### src/rtl/alu_seq_pkg.sv
// Shared types for alu_seq: opcode encoding and the FSM state enum.
// ALU_SEQ_MUL_EN adds the MUL state when the iterative multiplier is built.
package alu_seq_pkg;

  typedef enum logic [3:0] {
    OP_ADD  = 4'h0,
    OP_ADDI = 4'h1,
    OP_SUB  = 4'h2,
    OP_SHL  = 4'h3,
    OP_LT   = 4'h4,
    OP_EQ0  = 4'h5,
    OP_CMP4 = 4'h6,
    OP_XOR  = 4'h7,
    OP_AND  = 4'h8,
    OP_OR   = 4'h9,
    OP_NOT  = 4'hA,
    OP_MUL  = 4'hB,
    OP_SHR  = 4'hC
  } opcode_e;

`ifdef ALU_SEQ_MUL_EN
  typedef enum logic [1:0] {
    S_IDLE = 2'd0,
    S_MUL  = 2'd1,
    S_DONE = 2'd2
  } state_e;
`else
  typedef enum logic [1:0] {
    S_IDLE = 2'd0,
    S_DONE = 2'd2
  } state_e;
`endif

endpackage

### src/rtl/alu_seq_mul.sv
// Iterative unsigned shift-add multiplier: the first partial product is folded in
// on start, the remaining WIDTH-1 bits take one cycle each; done pulses with the final product.
module alu_seq_mul #(
  parameter int WIDTH = 8
) (
  input  logic               clk,
  input  logic               rst_n,
  input  logic               start,
  input  logic [WIDTH-1:0]   a,
  input  logic [WIDTH-1:0]   b,
  output logic               done,
  output logic [2*WIDTH-1:0] product
);
  localparam int CNT_W = $clog2(WIDTH);

  logic [2*WIDTH-1:0] mcand;
  logic [WIDTH-1:0]   mplier;
  logic [CNT_W-1:0]   cnt;

  always_ff @(posedge clk or negedge rst_n) begin
    if (!rst_n) begin
      product <= '0;
      mcand   <= '0;
      mplier  <= '0;
      cnt     <= '0;
      done    <= 1'b0;
    end else if (start) begin
      product <= b[0] ? {{WIDTH{1'b0}}, a} : '0;
      mcand   <= {{(WIDTH-1){1'b0}}, a, 1'b0};
      mplier  <= {1'b0, b[WIDTH-1:1]};
      cnt     <= CNT_W'(WIDTH - 1);
      done    <= 1'b0;
    end else if (cnt != '0) begin
      if (mplier[0]) product <= product + mcand;
      mcand  <= {mcand[2*WIDTH-2:0], 1'b0};
      mplier <= {1'b0, mplier[WIDTH-1:1]};
      cnt    <= cnt - CNT_W'(1);
      done   <= (cnt == CNT_W'(1));
    end else begin
      done <= 1'b0;
    end
  end

endmodule

### src/rtl/alu_seq.sv
// Sequential ALU with valid/ready request and result channels.
// ALU_SEQ_MUL_EN enables the multi-cycle MUL opcode; otherwise MUL returns zero in one cycle.
module alu_seq
  import alu_seq_pkg::*;
#(
  parameter int WIDTH   = 8,
  parameter int CONST_W = 2
) (
  input  logic               clk,
  input  logic               rst_n,
  input  logic               in_valid,
  output logic               in_ready,
  input  logic [3:0]         opcode,
  input  logic [WIDTH-1:0]   alu_rs1,
  input  logic [WIDTH-1:0]   alu_rs2,
  input  logic [CONST_W-1:0] constant,
  output logic               out_valid,
  input  logic               out_ready,
  output logic [WIDTH-1:0]   aluOut,
  output logic               overflow,
  output logic               busy,
  output logic [1:0]         state_dbg
);
  // Handshake: a transfer happens on a rising edge where valid and ready are both 1;
  // once out_valid rises, aluOut/overflow stay stable until the result transfer.
  state_e           state;
  logic             accept;
  logic [WIDTH-1:0] imm;
  logic [WIDTH:0]   wide;
  logic [WIDTH-1:0] alu_res;
  logic             alu_ovf;

  assign in_ready  = (state == S_IDLE) || ((state == S_DONE) && out_ready);
  assign accept    = in_valid && in_ready;
  assign imm       = WIDTH'($signed(constant));
  assign state_dbg = state;

  always_comb begin
    wide    = '0;
    alu_res = '0;
    alu_ovf = 1'b0;
    case (opcode)
      OP_ADD:  begin
        wide    = {1'b0, alu_rs1} + {1'b0, alu_rs2};
        alu_res = wide[WIDTH-1:0];
        alu_ovf = wide[WIDTH];
      end
      OP_ADDI: begin
        wide    = {1'b0, alu_rs1} + {1'b0, imm};
        alu_res = wide[WIDTH-1:0];
        alu_ovf = wide[WIDTH];
      end
      OP_SUB:  begin
        // The extra top bit of the difference is the borrow.
        wide    = {1'b0, alu_rs1} - {1'b0, alu_rs2};
        alu_res = wide[WIDTH-1:0];
        alu_ovf = wide[WIDTH];
      end
      OP_SHL:  begin
        alu_res = {alu_rs1[WIDTH-2:0], 1'b0};
        alu_ovf = alu_rs1[WIDTH-1];
      end
      OP_SHR:  begin
        alu_res = {1'b0, alu_rs1[WIDTH-1:1]};
        alu_ovf = alu_rs1[0];
      end
      OP_LT:   alu_res = {{(WIDTH-1){1'b0}}, ($signed(alu_rs1) < $signed(alu_rs2))};
      OP_EQ0:  alu_res = {{(WIDTH-1){1'b0}}, (alu_rs1 == '0)};
      OP_CMP4: alu_res = {{(WIDTH-1){1'b0}}, (alu_rs1[WIDTH-1-:4] == alu_rs2[WIDTH-1-:4])};
      OP_XOR:  alu_res = alu_rs1 ^ alu_rs2;
      OP_AND:  alu_res = alu_rs1 & alu_rs2;
      OP_OR:   alu_res = alu_rs1 | alu_rs2;
      OP_NOT:  alu_res = ~alu_rs1;
      default: ;
    endcase
  end

`ifdef ALU_SEQ_MUL_EN
  logic               mul_done;
  logic [2*WIDTH-1:0] mul_product;

  alu_seq_mul #(.WIDTH(WIDTH)) u_mul (
    .clk     (clk),
    .rst_n   (rst_n),
    .start   (accept && (opcode == OP_MUL)),
    .a       (alu_rs1),
    .b       (alu_rs2),
    .done    (mul_done),
    .product (mul_product)
  );
`else
  assign busy = 1'b0;
`endif

  always_ff @(posedge clk or negedge rst_n) begin
    if (!rst_n) begin
      state     <= S_IDLE;
      out_valid <= 1'b0;
      aluOut    <= '0;
      overflow  <= 1'b0;
`ifdef ALU_SEQ_MUL_EN
      busy      <= 1'b0;
`endif
    end else if (accept) begin
`ifdef ALU_SEQ_MUL_EN
      if (opcode == OP_MUL) begin
        state     <= S_MUL;
        busy      <= 1'b1;
        out_valid <= 1'b0;
      end else begin
`else
      begin
`endif
        state     <= S_DONE;
        out_valid <= 1'b1;
        aluOut    <= alu_res;
        overflow  <= alu_ovf;
      end
    end else begin
      case (state)
`ifdef ALU_SEQ_MUL_EN
        S_MUL: if (mul_done) begin
          state     <= S_DONE;
          busy      <= 1'b0;
          out_valid <= 1'b1;
          aluOut    <= mul_product[WIDTH-1:0];
          overflow  <= |mul_product[2*WIDTH-1:WIDTH];
        end
`endif
        S_DONE: if (out_ready) begin
          state     <= S_IDLE;
          out_valid <= 1'b0;
        end
        default: ;
      endcase
    end
  end

endmodule

### config.mk
export PLATFORM = sky130hd
export DESIGN_NAME = alu_seq
export DESIGN_NICKNAME = d
export VERILOG_FILES = /design/src/rtl/alu_seq_pkg.sv /design/src/rtl/alu_seq_mul.sv /design/src/rtl/alu_seq.sv
export SDC_FILE = /design/constraint.sdc
export NUM_CORES = 1
export LEC_CHECK = 0
export CAP_MARGIN = 20
export CORE_MARGIN = 4
export CORE_UTILIZATION = 50
export DETAILED_ROUTE_END_ITERATION = 8
export GPL_TIMING_DRIVEN = 0
export PLACE_DENSITY = 0.76
export REMOVE_ABC_BUFFERS = 1
export SYNTH_ARGS = -nofsm -noshare
export SYNTH_HDL_FRONTEND = slang
export SYNTH_SLANG_ARGS = --single-unit
### constraint.sdc
create_clock -name clk -period 2.59 [get_ports clk]
set_clock_uncertainty 0.15 [all_clocks]
set_input_delay 0.518 -clock clk [delete_from_list [all_inputs] [get_ports clk]]
set_output_delay 0.518 -clock clk [all_outputs]
set_load 0.05 [all_outputs]
* Word-level counts from Yosys, hierarchy flattened
Cells that the tools add are included.
** Storage, ports and cells
- Output and inout port bits :: 14
- Memories kept :: 0
- Bits in latches :: 0
- Memory bits (writable) :: 0
- Flip-flop bits (word level) :: 12
- Memory bits (read-only) :: 0
** Operators by class
- Bitwise logic cells :: 4
- Eq/ne operators :: 13
- Shifts and indexed selects :: 0
- Div/mod/pow operators :: 0
- Multipliers :: 0
- Magnitude comparators :: 1
- Muxes and demuxes :: 8
- Add/subtract/negate cells :: 3
- Reductions and logical operators :: 9
** Operator list (number)
- case mux 8 bit (12 select lines) :: 1
- adder 8 x 8 -> 9 bit :: 2
- equality test 4 x 3 -> 1 bit (second input constant) :: 4
- equality test 4 bit (second input constant) :: 4
- subtractor 8 x 8 -> 9 bit :: 1
- bitwise AND 8 bit :: 1
- equality test 4 x 2 -> 1 bit (second input constant) :: 2
- zero test 8 bit :: 1
- < comparator 8 bit :: 1
- NOT 8 bit :: 1
- bitwise OR 8 bit :: 1
- bitwise XOR 8 bit :: 1
- two-way mux 2 bit :: 3
- case mux 1 bit (5 select lines) :: 1
- equality test 4 x 1 -> 1 bit (second input constant) :: 1
- equality test 4 bit :: 1
- zero test 4 bit :: 1
- nonzero test 2 bit :: 2
- two-way mux 1 bit :: 3
- equality test 2 bit (second input constant) :: 1
- logical AND 1 bit :: 2
- zero test 2 bit :: 1
- AND reduction 2 bit :: 1
- logical OR 1 bit :: 1

* Depth between registers and ports, before layout
- Depth after elaboration :: 6
- Gate-level depth with buffers :: 9
- Gate-level depth less buffers :: 9

* Worst setup path before layout
Ideal clock, no wire load.
- Kind :: input port to flip-flop
- Start :: input alu_rs1[0]
- End :: register aluOut[6]
- Setup time :: 0.136 ns
- Path buffers :: 0
- Stages :: 9
- Slack :: 0.181 ns
- Arrival time :: 2.123 ns
- Path through :: inv_1 > ha_1 > fa_1 > o21bai_1 > a21oi_1 > o21ai_0 > o41ai_1 > a2111oi_0 > a31oi_1
** On the way
- Word-level cells in the longest chain between the ends :: 2
** Ends and longest elaborated chain
- start, declared :: RTL line alu_seq.sv:14 : input logic [WIDTH-1:0] alu_rs1,
- subtractor 8 x 8 -> 9 bit, or another cell as far along :: RTL line alu_seq.sv:55 : wide = {1'b0, alu_rs1} - {1'b0, alu_rs2};
- case mux 8 bit (12 select lines) * :: RTL line alu_seq.sv:42 : case (opcode)
- end signal, assigned :: RTL line alu_seq.sv:116 : aluOut <= alu_res;
- end, declared :: RTL line alu_seq.sv:19 : output logic [WIDTH-1:0] aluOut,
Mark *: on every way between the ends. The rest lies on a longest branch, timed or not.
A chain may end at the register's enable or synchronous reset.

* Worst setup path after layout
- Start :: input alu_rs1[5]
- End :: register aluOut[5]
** On the way
- Word-level cells in the longest chain between the ends :: 2
** Ends and longest elaborated chain (RTL line)
- subtractor 8 x 8 -> 9 bit, or another cell as far along :: alu_seq.sv:55
- case mux 8 bit (12 select lines) * :: alu_seq.sv:42
Marks and branches as above.

==> impl_metrics.ini <==
[run_status]
outcome = completed

[setup_path]
worst-setup-path-type = input pin to register
cp_max_fo = 14
critPathCaptureType = register
worstPathRequired_ps = 2550
arrival_ps = 2520
start_kind = input pin

[grt]
grt_pass1_vias = 2353
grt_max_degree = 27
antenna_found_initial = 0
grt_first_pass_wirelength_um = 11900
overflow = 0
grtUsageTotal_pct = 24.5

[floorplan]
io_pins = 40
rows = 24
die_x_um = 76.4
start_util_pct = 52.6
core_area_mm2 = 0.00444
die_area_mm2 = 0.00583
die_height_um = 76.4

[placement]
place_area_mm2 = 0.00268
pre_cts_slack_ps = -913
place_inst = 383
numPortBuffers = 37
hpwl_um = 5390
gp_congestion = 0.949

[logic_synthesis]
synth_ff_type = dfrtp_1
synth-seq-cells = 10
ys_types = 69
avgSynthCellArea_um2 = 7.52
synthCells = 311
synth_warnings = 0
yosysSeqAreaShare_pct = 10.7
synth-async-reset-ratio_pct = 100
syn_area_mm2 = 0.00234
synth-edff-count = 0

[route]
drt_iter0_drc = 338
via_per_inst = 6.76
drt.antenna.violating_nets = 0
first_pass_iters = 5
drt-total-wl_um = 7470
avgRoutedWirePerCell_um = 19.0
vias = 2655
drc_errors = 0

[layout]
num_antenna_cells = 0
fillers = 374
mostFrequentLayoutCells = ha_1, a21oi_1, nor2_1
layout_commonest_cell = ha_1
fin_cells = 393
final_util_pct = 66.0
area_growth_pct = 25.4
fin_area_mm2 = 0.00293
drive_above_1_share_pct = 17.6
layout.nets = 404

[sta]
post-route-period-util_pct = 98.9
setup_viol = 0
hold_violations = 0
setup_slack_ps = 27.8
tightest_slew_ps = 594
grt_setup_unrepaired = false
max_freq_mhz = 390
post-route-min-period_ps = 2560
report.final.slew_viol_count = 0
holdWs_ps = 334
final.setup.tns_ps = 0
slew_headroom_pct = 60.4

[clock_tree]
clk_latency_ps = 230
cts_buffers = 3
clkSlewWorstSetupHoldPaths_ps = 50
cts_tree = done
cts_root_buffer = clkbuf_8
clockBufferDepth = 2
htreeDepth = 1
clkSinkCount = 10

[worst_hold_path]
hp-class = register to register

[power_and_ir_drop]
peakVddDrop_mv = 0.187
finalPower_mw = 0.986
p_per_area_mw_per_mm2 = 336
leakage_nw = 1.28

[job]
cap_violations = 0
[layer usage]
metal	vias up	track usage, %	share of wire, %
met3	27	2.25	10
met2	194	38.8	45
li1	1231	-	-
met1	1203	34.2	42
met4	0	9.96	2.9
met5	-	0	0
[repair_timing]
action,CTS,global route
setup buffers,1,6
hold buffers,0,0
pin swaps,7,12
setup endpoints to repair,10,8
resized for setup,57,36
[state kept, by name (all words and copies together) (netlist names)]
| name | flops |
|---|---|
| out_valid | 1 |
| aluOut | 8 |
| overflow | 1 |
[power by group]
part	total, mW	leakage [nW]	internal [mW]	switching (mW)
logic	0.638	1.12	0.254	0.384
registers	0.189	0.130	0.176	0.0128
clock network	0.159	0.0216	0.102	0.0575
total	0.986	1.28	0.532	0.454
[path summary, 6_finish.rpt]
path                             end  depth (start not counted)  slack [ps]        from
max in group asynchronous  out_valid                          1        1530       rst_n
hold / removal             aluOut[2]                          2         330   aluOut[2]
setup reg to reg           aluOut[5]                          6         540   out_valid
min in group asynchronous  aluOut[2]                          1         450       rst_n
setup / recovery           aluOut[5]                          9          30  alu_rs1[5]
hold reg to reg            aluOut[2]                          2         330   aluOut[2]
[final cells by class]
| cell class | count | area [um^2] | area share [%] |
|---|---|---|---|
| clock buffer | 3 | 41.3 | 1.41 |
| multi-input combinational | 259 | 2090 | 71.3 |
| timing repair buffer | 44 | 390 | 13.3 |
| tap | 52 | 65.1 | 2.22 |
| sequential | 10 | 250 | 8.54 |
| inverter | 25 | 93.8 | 3.20 |
[kinds of logic after synthesis]
| family | count (synthesis) | synth area share (%) |
|---|---|---|
| xor+xnor | 4 | 1.50 |
| mux | 6 | 2.62 |
| flops | 10 | 10.7 |
| compound gates | 116 | 34.0 |
| other cells | 1 | 0.160 |
| simple gates | 96 | 22.9 |
| fa+ha+maj | 35 | 19.7 |
| buf+inv | 43 | 8.35 |
[synth_stat cells, drive strengths merged (5+ instances only)]
cell type / instances / area share, %
ha: 32 / 17
inv: 25 / 4.0
buf: 16 / 4.0
a211oi: 7 / 2.2
nand3: 9 / 1.9
nor3: 5 / 1.3
nand2b: 6 / 1.6
a31oi: 5 / 1.3
mux2i: 5 / 2.1
a21o: 6 / 1.9
o21ai: 22 / 4.7
o22ai: 7 / 2.1
nor2: 21 / 3.4
a21oi: 28 / 6.2
nor4: 5 / 1.6
dfrtp: 10 / 11
nor2b: 6 / 1.6
nand2: 16 / 2.6
and3: 6 / 1.8
[worst max-delay path, stage by stage]
cell and delay [ps]:
dlygate4sd2_1 390, inv_1 160, ha_4 320, and2_1 170, a21oi_1 140, a2bb2oi_1 250
o2111ai_1 200, a221oi_4 290, a21oi_2 90
(Power assumes the default switching activity.)
